File: src/rtl/cp0_pkg.sv
// Shared CP0 definitions: register numbers, SR/Cause field positions,
// exception codes and the fixed pipeline addresses.
package cp0_pkg;

    localparam logic [4:0] REG_SR    = 5'd12;
    localparam logic [4:0] REG_CAUSE = 5'd13;
    localparam logic [4:0] REG_EPC   = 5'd14;
    localparam logic [4:0] REG_PRID  = 5'd15;

    localparam int SR_IE        = 0;
    localparam int SR_EXL       = 1;
    localparam int SR_IM_LO     = 10;
    localparam int SR_IM_HI     = 15;

    localparam int CAUSE_EXC_LO = 2;
    localparam int CAUSE_EXC_HI = 6;
    localparam int CAUSE_IP_LO  = 10;
    localparam int CAUSE_IP_HI  = 15;
    localparam int CAUSE_BD     = 31;

    localparam logic [4:0] EXC_INT     = 5'd0;
    localparam logic [4:0] EXC_ADEL    = 5'd4;
    localparam logic [4:0] EXC_ADES    = 5'd5;
    localparam logic [4:0] EXC_SYSCALL = 5'd8;
    localparam logic [4:0] EXC_RI      = 5'd10;
    localparam logic [4:0] EXC_OV      = 5'd12;

    localparam logic [31:0] HANDLER_ADDR = 32'h0000_4180;
    localparam logic [31:0] RESET_PC     = 32'h0000_3000;

endpackage

File: src/rtl/cp0.sv
// Coprocessor 0 in the M stage: SR/Cause/EPC/PRId register file, interrupt
// versus exception arbitration producing Req, and the eret return address.
module cp0
    import cp0_pkg::*;
#(
    parameter logic [31:0] PRID_VALUE = 32'h0000_2024
) (
    input  logic        clk,
    input  logic        reset,
    input  logic [4:0]  A1,
    input  logic [4:0]  A2,
    input  logic [31:0] Din,
    input  logic        en,
    input  logic [31:0] VPC,
    input  logic        BDIn,
    input  logic [4:0]  ExcCodeIn,
    input  logic [5:0]  HWInt,
    input  logic        EXLClr,
    output logic [31:0] Dout,
    output logic [31:0] EPCOut,
    output logic        Req
);

    logic [5:0]  sr_im;
    logic        sr_exl;
    logic        sr_ie;
    logic        cause_bd;
    logic [5:0]  cause_ip;
    logic [4:0]  cause_exc;
    logic [31:0] epc;

    logic        int_req;
    logic        exc_req;
    logic        wr_sr;
    logic        wr_epc;
    logic [31:0] sr_word;
    logic [31:0] cause_word;

    // Interrupts use the live HWInt lines; the sampled IP is only for software.
    always_comb begin
        int_req = (|(HWInt & sr_im)) & sr_ie & ~sr_exl;
        exc_req = (ExcCodeIn != EXC_INT) & ~sr_exl;
        Req     = int_req | exc_req;
        wr_sr   = en & ~Req & (A2 == REG_SR);
        wr_epc  = en & ~Req & (A2 == REG_EPC);
    end

    always_ff @(posedge clk) begin
        if (reset) begin
            sr_im     <= '0;
            sr_exl    <= 1'b0;
            sr_ie     <= 1'b0;
            cause_bd  <= 1'b0;
            cause_ip  <= '0;
            cause_exc <= '0;
            epc       <= '0;
        end else begin
            cause_ip <= HWInt;
            if (Req) begin
                sr_exl    <= 1'b1;
                cause_exc <= int_req ? EXC_INT : ExcCodeIn;
                cause_bd  <= BDIn;
                epc       <= BDIn ? (VPC - 32'd4) : VPC;
            end else begin
                if (wr_sr) begin
                    sr_im  <= Din[SR_IM_HI:SR_IM_LO];
                    sr_ie  <= Din[SR_IE];
                    sr_exl <= EXLClr ? 1'b0 : Din[SR_EXL];
                end else if (EXLClr) begin
                    sr_exl <= 1'b0;
                end
                if (wr_epc) begin
                    epc <= Din;
                end
            end
        end
    end

    always_comb begin
        sr_word                            = '0;
        sr_word[SR_IM_HI:SR_IM_LO]         = sr_im;
        sr_word[SR_EXL]                    = sr_exl;
        sr_word[SR_IE]                     = sr_ie;
        cause_word                         = '0;
        cause_word[CAUSE_BD]               = cause_bd;
        cause_word[CAUSE_IP_HI:CAUSE_IP_LO] = cause_ip;
        cause_word[CAUSE_EXC_HI:CAUSE_EXC_LO] = cause_exc;
    end

    // No write-to-read bypass on Dout; only EPCOut forwards an in-flight mtc0.
    always_comb begin
        case (A1)
            REG_SR:    Dout = sr_word;
            REG_CAUSE: Dout = cause_word;
            REG_EPC:   Dout = epc;
            REG_PRID:  Dout = PRID_VALUE;
            default:   Dout = '0;
        endcase
        EPCOut = (en && (A2 == REG_EPC)) ? Din : epc;
    end

endmodule

File: config.mk
export PLATFORM = sky130hd
export DESIGN_NAME = cp0
export DESIGN_NICKNAME = d
export VERILOG_FILES = /design/src/rtl/cp0_pkg.sv /design/src/rtl/cp0.sv
export SDC_FILE = /design/constraint.sdc
export NUM_CORES = 1
export LEC_CHECK = 0
export ABC_CLOCK_PERIOD_IN_PS = 2500
export CAP_MARGIN = 20
export CELL_PAD_IN_SITES_DETAIL_PLACEMENT = 2
export CELL_PAD_IN_SITES_GLOBAL_PLACEMENT = 2
export CORE_ASPECT_RATIO = 1.1
export CORE_MARGIN = 5
export CORE_UTILIZATION = 35
export CTS_BUF_LIST = sky130_fd_sc_hd__clkbuf_4
export DETAILED_ROUTE_END_ITERATION = 10
export DONT_BUFFER_PORTS = 1
export PLACE_DENSITY = 0.79
export SLEW_MARGIN = 15
export SYNTH_ARGS = -nofsm -noshare
export SYNTH_HDL_FRONTEND = slang
export SYNTH_SLANG_ARGS = --single-unit
File: constraint.sdc
create_clock -name clk -period 2.5 [get_ports clk]
set_input_delay 0.375 -clock clk [delete_from_list [all_inputs] [get_ports clk]]
set_output_delay 0.375 -clock clk [all_outputs]
set_load 0.005 [all_outputs]
==> flow_metrics.tcl, run 1 <==
set metrics [dict create \
    setup_viol_count_final 0 \
    setup-tns-final_ns 0 \
    whs_ns 0.0308 \
    synth_top_family_by_area "simple AND/OR/NAND/NOR gates" \
    rsz0062_at_grt "false" \
    skew_ns 0.0284 \
    viasPerCell 6.43 \
    row_count 39 \
    synth_area_leaders "dfxtp_1, o31ai_1, mux2i_1" \
    synth_flop_cell "dfxtp_1" \
    async_reset_ff_share_pct 0 \
    num_vias 3876 \
    h-tree-depth 2 \
    wl_per_cell_um 27.1 \
    dp_hpwl_um 12500 \
    synthCells 472 \
    synth_most_common_cell "dfxtp_1" \
    leakage_uw 0.00151 \
    grt.met3_usage_pct 5.90 \
    grt_max_degree 34 \
    ant_nets 0 \
    synthSimpleGateAreaFrac_pct 31.0 \
    netlist_top_cells_count "dfxtp_1, nand2_1, clkbuf_1, nand4_1, o31ai_1" \
    period_needed_ns 2.43 \
    slew_headroom_pct 50.2 \
    synth_compound_area_share_pct 25.8 \
    synthMuxAreaShare_pct 7.13 \
    final_layout_size_suffix_gt1_share_pct 11.3 \
    max_freq_mhz 411 \
    area_delta_synth_final_pct 6.53 \
    hp-class "input port to register" \
    yosys.area.top_type "dfxtp_1" \
    coreArea_um2 10500 \
    synth-adder-area-share_pct 0.332 \
    drv_slew 0 \
    clock_latency_ns 0.41 \
    avgSynthCellArea_um2 7.99 \
    postPlaceCellArea_um2 3940 \
    start_util_pct 36.0 \
    critPathArrivalTime_ns 2.06 \
    synthesis.nets 563 \
    drv_cap 0 \
    clockBufferDepth 2 \
    use_met2_pct 43.4 \
    synth_edf_count 0 \
    cts-root-buf "clkbuf_4" \
    use_met1_pct 29.0 \
    crit_type "register to output pin" \
    cts_setup_buffers 0 \
    final_area_um2 4020 \
    ys_ff_latch 52 \
    gp_congestion 0.933 \
    cts_tree "done" \
    cp-end-kind "output pin" \
    status "complete, no violations" \
    tightest_slew_ns 0.746 \
    synth_top_area_share_pct 27.6 \
    yosys_warnings 0 \
    synth_area_um2 3770 \
    num-fill-cells 1234 \
    ios 155 \
    antenna_found_initial 1 \
    yosysSeqAreaShare_pct 27.6 \
    hold_viol 0 \
    critPathMaxFanout 15 \
    drc 0 \
    ys_types 61 \
    start_kind "register" \
    vdd.ir_drop.worst_mv 0.202 \
    wirelength_um 16300 \
    powerDensity_nw_per_um2 429 \
    synthXorXnorAreaFrac_pct 1.63 \
    grt_pass1_wl_um 25300 \
    port_buffers 0 \
    drt_iter0_drc 178 \
    die_area_um2 13000 \
    die_y_um 119 \
    clock_sinks 52 \
    top_usage_layer "met2" \
    grt_usage_pct 24.8 \
    clk_pin_slew_worst_paths_ns 0.17 \
    period_share_pct 97.3 \
    grt_pass1_vias 4291 \
    power_uw 1720 \
    firstDrtPassIters 4 \
    worstPathRequired_ns 2.12 \
    die-width_um 109 \
    nets 549 \
    grt-ovfl-total 0 \
    numCtsBuffers 5 \
]
-- logic make-up after synthesis --
family | after synthesis
AO/OA/AOI/OAI | 129
XOR/XNOR | 7
adder cells (fa/ha/maj) | 1
buffers and inverters | 57
flip-flops | 52
multiplexers | 26
AND/OR/NAND/NOR | 200
-- worst paths after layout --
kind | from | end | slack (ns) | cells after the start
worst min register to register | cause_exc[0] | cause_exc[0] | 0.48 | 2
worst min-delay path | reset | sr_exl | 0.03 | 1
worst max-delay path | sr_im[4] | Req | 0.07 | 5
worst max register to register | sr_im[4] | sr_im[3] | 0.45 | 6
-- what timing repair did --
action | in CTS | in global routing
hold buffers | 2 | 0
setup endpoints to repair | 0 | 1
gates resized for setup | 0 | 1
endpoints found under the hold margin | 4 | 0
-- power breakdown --
part           leakage, uW  switching [uW]  internal [uW]
registers         0.000431            37.7            892
logic              0.00105             235            156
clock network    0.0000293             285            118
total              0.00151             557           1170
-- through the flow --
stage	std cells	setup WS (ns)	utilization (%)
6_report	603	0.0683	38.3
3_3_place_gp	592	0.348	37.6
5_1_grt	603	0.0226	38.3
2_1_floorplan	472	0.353	-
3_5_place_dp	592	0.249	37.6
4_1_cts	602	0.00985	38.3
-- placed cells by master, fill, tap and decap left out, drive strengths merged, types with 11 or more instances in the layout --
cell type / count
mux2i: 19
o31ai: 30
a21oi: 20
dfxtp: 52
nand2: 42
buf: 21
nor2: 24
or4: 14
nor4: 12
nand3: 14
a211oi: 11
nor2b: 11
inv: 12
nand4: 30
and2: 18
-- sequential cells by signal, indices dropped and copies added (netlist names) --
name / cells
cause_ip: 6
sr_exl: 1
cause_exc: 5
sr_ie: 1
epc: 32
sr_im: 6
cause_bd: 1
-- worst max-delay path, cell delays in order (launching register included) --
cell     delay [ns]
dfxtp_1        0.36
a22o_1         0.31
o311a_1        0.43
nor2_1         0.23
inv_2          0.16
buf_12         0.18
-- metal layers --
layer	share of wire (%)	wire length, um
met1	39	6440
met2	51	8360
met3	6.5	1060
met4	2.8	458
met5	0	0
-- area by class of cell --
| cell class | instances | area [um^2] | area share [%] |
|---|---|---|---|
| diodes | 1 | 2.50 | 0.0623 |
| flip-flops and latches | 52 | 1040 | 25.9 |
| clock buffers | 6 | 45.0 | 1.12 |
| inverters | 13 | 48.8 | 1.21 |
| well taps | 143 | 179 | 4.45 |
| clock inverters | 2 | 11.3 | 0.280 |
| repair buffers | 23 | 190 | 4.73 |
| multi-input cells | 363 | 2500 | 62.2 |
Power figures use the tool's default switching activity.
==> run 2, diff against run 1 <==
CELL_PAD_IN_SITES_DETAIL_PLACEMENT = 1   (was 2)
==> flow_metrics.tcl, run 2 (synthesis results as in run 1) <==
set metrics [dict create \
    cts_setup_buffers 0 \
    antenna_found_initial 1 \
    worstPathRequired_ns 2.12 \
    start_kind "register" \
    viasPerCell 6.45 \
    grt_pass1_vias 3931 \
    firstDrtPassIters 4 \
    num-fill-cells 1271 \
    post-place-ws_ns 0.219 \
    clock_latency_ns 0.42 \
    hold_viol 0 \
    die_y_um 119 \
    cp-end-kind "output pin" \
    start_util_pct 36.0 \
    critPathMaxFanout 15 \
    nets 549 \
    crit_type "register to output pin" \
    reg_top3 "epc x32, cause_ip x6, sr_im x6" \
    cts_tree "done" \
    leakage_uw 0.00154 \
    numCtsBuffers 5 \
    clock_sinks 52 \
    setup_viol_count_final 0 \
    path_cells "a22o_1, o311a_1, nor2_1, inv_1, buf_12" \
    die_area_um2 13000 \
    drv_slew 0 \
    timing.final.ws_setup_ns 0.0996 \
    area_delta_synth_final_pct 7.86 \
    die-width_um 109 \
    num_vias 3891 \
    row_count 39 \
    cp_top_family "compound AO/OA/AOI/OAI gates" \
    final_cell_mix "dfxtp_1, nand2_1, nand4_1, o31ai_1, nor2_1" \
    regMostFlops "epc" \
    coreArea_um2 10500 \
    drv_cap 0 \
    period_needed_ns 2.40 \
    cts-root-buf "clkbuf_4" \
    critPathArrivalTime_ns 2.03 \
    final_layout_size_suffix_gt1_share_pct 11.3 \
    largest_reg_flops 32 \
    period_share_pct 96.0 \
    max_stage_delay_ns 0.41 \
    regArea_um2 1040 \
    crit_slowest_cell "o311a_1" \
    rsz0062_at_grt "false" \
    grt_max_degree 34 \
    grt-ovfl-total 0 \
    max_freq_mhz 417 \
    status "complete, no violations" \
    hp-class "input port to register" \
    port_buffers 0 \
    clockBufferDepth 2 \
    drc 0 \
    grt_usage_pct 22.5 \
    powerDensity_nw_per_um2 474 \
    multiInputGateArea_um2 2500 \
    final_common_cell "dfxtp_1" \
    wl_per_cell_um 25.0 \
    wirelength_um 15100 \
    ant_nets 0 \
    cp_num_buf_inv 2 \
    dp_hpwl_um 11500 \
    setup-tns-final_ns 0 \
    drt_iter0_drc 266 \
    tightest_slew_ns 0.731 \
    gp_congestion 0.933 \
    vdd.ir_drop.worst_mv 0.213 \
    clk_pin_slew_worst_paths_ns 0.16 \
    ios 155 \
    skew_ns 0.0327 \
    slew_headroom_pct 51.2 \
    grt_pass1_wl_um 23000 \
    h-tree-depth 2 \
]
## run 2: metal layers
| layer | routed length (um) | track usage [%] | up-vias |
|---|---|---|---|
| met5 | 0 | 0 | - |
| met4 | 480 | 7.73 | 0 |
| met3 | 1190 | 5.90 | 37 |
| met2 | 7240 | 36.9 | 150 |
| met1 | 6170 | 28.4 | 1903 |
| li1 | - | - | 1801 |
## run 2: where the power goes
part / switching, uW / internal [uW]
combinational: 229 / 156
clock: 301 / 315
sequential: 36.0 / 892
## run 2: per-stage QoR
step	cells	instance area, um^2	utilization [%]	hold WS [ns]	total power [uW]
global placement	592	3940	37.6	0.445	1310
global route	603	4070	38.8	0.00322	2010
CTS	601	4060	38.7	0.00660	1940
finish	603	4070	38.8	0.0288	1930
detailed placement	592	3940	37.6	0.453	1320
floorplan	472	3770	-	0.440	1230
## run 2: cell type report
| cell class | count | share of cell area, % |
|---|---|---|
| antenna | 1 | 0.0615 |
| clock buffer | 5 | 0.923 |
| clock inverter | 3 | 1.69 |
| inverter | 13 | 1.20 |
| multi-input combinational | 363 | 61.5 |
| sequential | 52 | 25.6 |
| tap | 143 | 4.40 |
| timing repair buffer | 23 | 4.67 |
## run 2: path summary, 6_finish.rpt
path	endpoint	cells past startpoint	slack, ns	from
setup / recovery	Req	5	0.1	sr_im[4]
hold / removal	cause_bd	1	0.03	reset
setup reg to reg	sr_im[3]	6	0.55	sr_im[4]
hold reg to reg	cause_exc[0]	2	0.48	cause_exc[0]
## run 2: worst reg2reg max path: stages, from the launching register on
cell and delay [ns]:
dfxtp_1 0.35, a22o_1 0.29, o311a_1 0.41, buf_4 0.18, nor4_4 0.24, buf_4 0.22, mux2i_1 0.20
## run 2: what timing repair did
item | 4_1_cts | 5_1_grt
setup endpoints to repair | 0 | 0
hold buffers | 1 | 1
hold endpoints to repair | 10 | 1
resized for setup | 0 | 0
